===== config.mk =====
export PLATFORM = sky130hd
export DESIGN_NAME = mul_seq_engine
export DESIGN_NICKNAME = d
export VERILOG_FILES = /design/src/rtl/mul_seq_engine.sv
export SDC_FILE = /design/constraint.sdc
export NUM_CORES = 1
export LEC_CHECK = 0
export CAP_MARGIN = 20
export CORE_ASPECT_RATIO = 0.9
export CORE_MARGIN = 4
export CORE_UTILIZATION = 49
export CTS_CLUSTER_SIZE = 25
export DETAILED_ROUTE_END_ITERATION = 8
export PLACE_DENSITY = 0.86
export RECOVER_POWER = 50
export SLEW_MARGIN = 20
export SYNTH_ARGS = -nofsm -noshare
export SYNTH_HDL_FRONTEND = slang
export SYNTH_SLANG_ARGS = --single-unit

===== constraint.sdc =====
create_clock -name clk -period 2.8 [get_ports clk]
set_input_delay 0.56 -clock clk [delete_from_list [all_inputs] [get_ports clk]]
set_output_delay 0.56 -clock clk [all_outputs]
set_load 0.05 [all_outputs]

===== src/rtl/mul_seq_engine.sv =====
// Iterative 32x32 -> 64 shift-add multiplier answering the execute stage mul/done handshake.
// Define MUL_SIGNED_EN for two's-complement operands (sign-magnitude around the unsigned core).
//
// state | meaning
// ------+---------------------------------------------------------------
// IDLE  | waiting for mul; captures operands on the edge where mul is high
// BUSY  | one shift-add iteration per cycle; mul low aborts to IDLE
// DONE  | product valid for one cycle; always returns to IDLE
module mul_seq_engine #(
    parameter int WIDTH = 32
) (
    input  logic                 clk,
    input  logic                 reset,
    input  logic                 mul,
    input  logic [0:WIDTH-1]     a,
    input  logic [0:WIDTH-1]     b,
    output logic                 done,
    output logic [0:2*WIDTH-1]   result,
    output logic                 busy
);

    localparam int CW = $clog2(WIDTH);

    typedef enum logic [1:0] {
        S_IDLE,
        S_BUSY,
        S_DONE
    } state_t;

    state_t               state_q, state_d;
    logic [CW-1:0]        cnt_q, cnt_d;
    logic [WIDTH-1:0]     mcand_q, mcand_d;
    logic [WIDTH-1:0]     hi_q, hi_d;
    logic [WIDTH-1:0]     lo_q, lo_d;
    logic [2*WIDTH-1:0]   result_q, result_d;

    logic [WIDTH-1:0]     a_v, b_v;
    logic [WIDTH-1:0]     a_op, b_op;
    logic [WIDTH:0]       sum;
    logic [WIDTH-1:0]     hi_next, lo_next;
    logic [2*WIDTH-1:0]   prod_next;
    logic [2*WIDTH-1:0]   prod_final;

    // Ports are MSB-at-index-0; plain assignment maps them onto numeric vectors.
    assign a_v = a;
    assign b_v = b;

`ifdef MUL_SIGNED_EN
    logic sign_q, sign_d;

    // Negating 0x80000000 yields 0x80000000, which is the correct 2^31 magnitude as unsigned.
    assign a_op       = a_v[WIDTH-1] ? -a_v : a_v;
    assign b_op       = b_v[WIDTH-1] ? -b_v : b_v;
    assign prod_final = sign_q ? -prod_next : prod_next;
`else
    assign a_op       = a_v;
    assign b_op       = b_v;
    assign prod_final = prod_next;
`endif

    // hi holds the upper accumulator half, lo holds the lower half with the remaining multiplier bits.
    always_comb begin
        sum = {1'b0, hi_q};
        if (lo_q[0]) begin
            sum = {1'b0, hi_q} + {1'b0, mcand_q};
        end
        hi_next   = sum[WIDTH:1];
        lo_next   = {sum[0], lo_q[WIDTH-1:1]};
        prod_next = {hi_next, lo_next};
    end

    always_comb begin
        state_d  = state_q;
        cnt_d    = cnt_q;
        mcand_d  = mcand_q;
        hi_d     = hi_q;
        lo_d     = lo_q;
        result_d = result_q;
`ifdef MUL_SIGNED_EN
        sign_d   = sign_q;
`endif
        case (state_q)
            S_IDLE: begin
                if (mul) begin
                    mcand_d = a_op;
                    lo_d    = b_op;
                    hi_d    = '0;
                    cnt_d   = '0;
`ifdef MUL_SIGNED_EN
                    sign_d  = a_v[WIDTH-1] ^ b_v[WIDTH-1];
`endif
                    state_d = S_BUSY;
                end
            end
            S_BUSY: begin
                if (!mul) begin
                    state_d = S_IDLE;
                end else begin
                    hi_d  = hi_next;
                    lo_d  = lo_next;
                    cnt_d = cnt_q + CW'(1);
                    if (cnt_q == CW'(WIDTH - 1)) begin
                        result_d = prod_final;
                        state_d  = S_DONE;
                    end
                end
            end
            S_DONE: begin
                state_d = S_IDLE;
            end
            default: begin
                state_d = S_IDLE;
            end
        endcase
    end

    always_ff @(posedge clk) begin
        if (!reset) begin
            state_q  <= S_IDLE;
            cnt_q    <= '0;
            mcand_q  <= '0;
            hi_q     <= '0;
            lo_q     <= '0;
            result_q <= '0;
`ifdef MUL_SIGNED_EN
            sign_q   <= 1'b0;
`endif
        end else begin
            state_q  <= state_d;
            cnt_q    <= cnt_d;
            mcand_q  <= mcand_d;
            hi_q     <= hi_d;
            lo_q     <= lo_d;
            result_q <= result_d;
`ifdef MUL_SIGNED_EN
            sign_q   <= sign_d;
`endif
        end
    end

    assign done   = (state_q == S_DONE);
    assign busy   = (state_q == S_BUSY);
    assign result = result_q;

endmodule


==> summary.md <==
| Metric | Value |
|---|---|
| Status | `finished, final reports clean` |
| Hold Path Class | `register to register` |
| Synth top area share | `41.4%` |
| Maximum vdd drop | `roughly 420 µV` |
| Clock skew | `~0.011 ns` |
| Worst-path clk slew | `about 0.060 ns` |
| Core area | `approximately 0.016 mm²` |
| First-pass GRT wire length | `about 34 mm` |
| Syn Nets | `1,089` |
| Crit. Startpoint | `mcand_q[0]` |
| Worst rel slew slack | `around 23%` |
| Asr flop ratio synth | `0%` |
| Post-synth top cells | `nand2_1 (186), dfxtp_1 (167), a21oi_1 (129), nor2_1 (86), mux2i_1 (53)` |
| Clock Tree Root | `clkbuf_16` |
| Syn_area_per_cell | `8.18 µm²` |
| Number of synthesized register bits | `167` |
| WL final | `21.4 mm` |
| GR Overflow Total | `0` |
| Pleak | `3.90 nW` |
| Number of global-route vias before repair | `7,040` |
| Detail Placement HPWL | `14.9 mm` |
| Die height | `130 µm` |
| I/O Buffers | `~130` |
| Post-layout minimum cycle time | `2.70 ns` |
| Final cell count without fillers | `about 1,300` |
| Setup CP Type | `register to register` |
| Critical Path RT | `3.08 ns` |
| Yosys cell types | `62` |
| Vias per cell | `5.68` |
| Arrival @ worst endpoint | `2.98 ns` |
| Total Nets Final | `1,195` |
| Reg2Reg Setup Slack | `approximately 0.096 ns` |
| Synth Flop Type | `dfxtp_1` |
| Hold Vio Cnt, Final | `0` |
| Largest family of logic cells by synthesized area | `compound AO/OA/AOI/OAI gates` |
| Synth Area in XOR/XNOR | `2.93%` |
| # H-tree levels | `4` |
| Actual slew at the worst max-slew pin | `1.15 ns` |
| Multi-input gate area in the final layout | `approximately 0.0045 mm²` |
| Crit path capture | `result[4]` |
| Initial antenna violation count | `0` |
| PwrDens | `524 mW/mm²` |
| # clock sinks | `167` |
| Total Routing Usage GR | `between 20% and 30%` |
| Die ar. | `~0.019 mm²` |
| CP Capture Type | `register` |
| Final setup vio count | `0` |
| CTS Buf Count | `17` |
| Worst R2R Path Depth | `10` |
| Post-synth EDFFs | `0` |
| Placed Instances | `approximately 1,300` |
| Drt first pass iters | `5` |
| Hold-critical path depth | `2` |
| Gp weighted congestion | `0.943` |
| Count leader, synth | `nand2_1` |
| Synth warn | `0` |
| Crit path max fanout | `3` |
| Initial Util | `about half` |
| Die width | `143 µm` |
| Share of cells above drive strength 1 | `6.15%` |
| Post-Synthesis Cell Area | `0.00808 mm²` |
| Seq/Total Area, Yosys | `a little over 40%` |
| Layout area overhead | `26.5%` |
| Mapped Cells | `around 990` |
| Hold Buf Count CTS | `0` |
| Drt drc | `0` |
| Pins over their slew limit | `0` |
| Fin crit share | `between 90% and 100%` |
| Fillers | `1,367` |
| Startpoint Class | `register` |
| DR vias | `7,458` |
| Clk_lat worst skew | `between 0.4 and 0.5 ns` |
| CTS tree | `built` |
| Number of placed I/O pins | `133` |
| Synth top area cells | `dfxtp_1 (41%), nand2_1 (8.6%), a21oi_1 (8.0%)` |
| Diodes inserted | `0` |
| Fmax | `0.370 GHz` |
| Post-Synth Simple-Gate Area | `17.1%` |
| Drt first-iter violations | `490` |
| Register Area | `around 0.0033 mm²` |
| Synth Area in Compound Gates | `between 20% and 30%` |
| Wirelength per Cell | `16.3 µm` |
| Mux share of post-synthesis cell area | `6.57%` |
| Max clock buf depth | `2` |
| DRT antenna net count | `0` |
| Max cap viols | `0` |
| Synth area leader | `dfxtp_1` |
| Setup TNS | `0 ns` |
| Largest net degree at the start of global routing | `127` |
| Synth Area in Adders | `roughly 5.5%` |
| Row count | `44` |
| FF-to-FF End | `result[4]` |
| RR Startpoint | `mcand_q[0]` |
-- per-stage QoR --
step / utilization (%) / hold WS, ns / area (µm²) / setup WS, ns / total power [mW]
after floorplan: - / 0.436 / 8080 / 0.176 / 2.82
after global placement: 59.6 / 0.444 / 9620 / 0.137 / 2.99
after detailed placement: 59.6 / 0.446 / 9620 / 0.0736 / 3.00
after CTS: 63.4 / 0.454 / 10200 / 0.0494 / 5.38
after global routing: 63.3 / 0.470 / 10200 / -0.0319 / 5.55
final: 63.3 / 0.450 / 10200 / 0.0959 / 5.35
-- logic make-up after synthesis --
| family | after synthesis |
|---|---|
| fa+ha+maj | 35 |
| compound gates | 296 |
| buf+inv | 76 |
| mux | 53 |
| simple gates | 333 |
| flops | 167 |
| xor+xnor | 27 |
-- worst min path at each step --
stage               slack (ns)         end       start
floorplan                 0.44    cnt_q[4]    cnt_q[4]
global placement          0.44  result[59]  result[59]
detailed placement        0.45  result[38]  result[38]
CTS                       0.45  result[61]  result[61]
global route              0.47  result[38]  result[38]
finish                    0.45  result[38]  result[38]
-- worst max-delay path: stages, from the launching register on --
cell and delay (ns):
dfxtp_1 0.32, ha_2 0.20, fa_2 0.35, a21o_1 0.25, a221oi_4 0.28, o21ai_2 0.10, a31oi_4 0.22, o21ai_2 0.10
or4_1 0.43, a41oi_2 0.21, a211oi_1 0.10
-- area by class of cell --
| cell class | count | share of cell area (%) |
|---|---|---|
| inverter | 11 | 0.416 |
| timing repair buffer | 152 | 14.4 |
| clock inverter | 11 | 1.45 |
| tap | 207 | 2.54 |
| clock buffer | 21 | 4.51 |
| sequential | 167 | 32.8 |
| multi-input combinational | 744 | 43.9 |
-- state kept, by name, indices dropped and copies added (netlist names) --
name     count
result      64
hi_q        32
lo_q        32
mcand_q     32
cnt_q        5
state_q      2
-- cell usage in the layout, fill, tap and decap left out, types with 4 or more instances in the layout --
cell type,count
a211oi_1,43
a21o_1,12
a21oi_1,128
a22oi_1,5
and2_1,5
and3_1,7
buf_4,10
clkbuf_1,4
clkbuf_16,17
clkbuf_2,6
clkdlybuf4s50_1,119
dfxtp_1,165
dlygate4sd3_1,13
ha_1,33
inv_1,9
mux2i_1,53
nand2_1,186
nand3_1,14
nand4_1,6
nor2_1,84
nor2b_1,6
nor3_1,8
o21a_1,8
o21ai_0,40
o21ai_1,11
o21bai_1,7
or3_1,4
xnor2_1,17
xor2_1,10
-- per-layer routing --
metal	up-vias	wire [µm]	global-route usage (%)
met1	3508	9850	31.2
met2	223	9860	36.0
li1	3691	-	-
met4	0	445	7.09
met3	36	1230	4.91
met5	-	0	0
-- power by group --
group	internal, mW	switching (mW)	total (mW)
clock	1.45	0.941	2.39
combinational	0.210	0.254	0.464
sequential	2.44	0.0517	2.49
-- repair_timing --
action	4_1_cts	5_1_grt
endpoints found under the setup margin	0	7
setup buffers	0	1
gates resized for setup	0	5
endpoints found under the hold margin	0	0
Note: power is estimated with default switching activity, not from simulation.
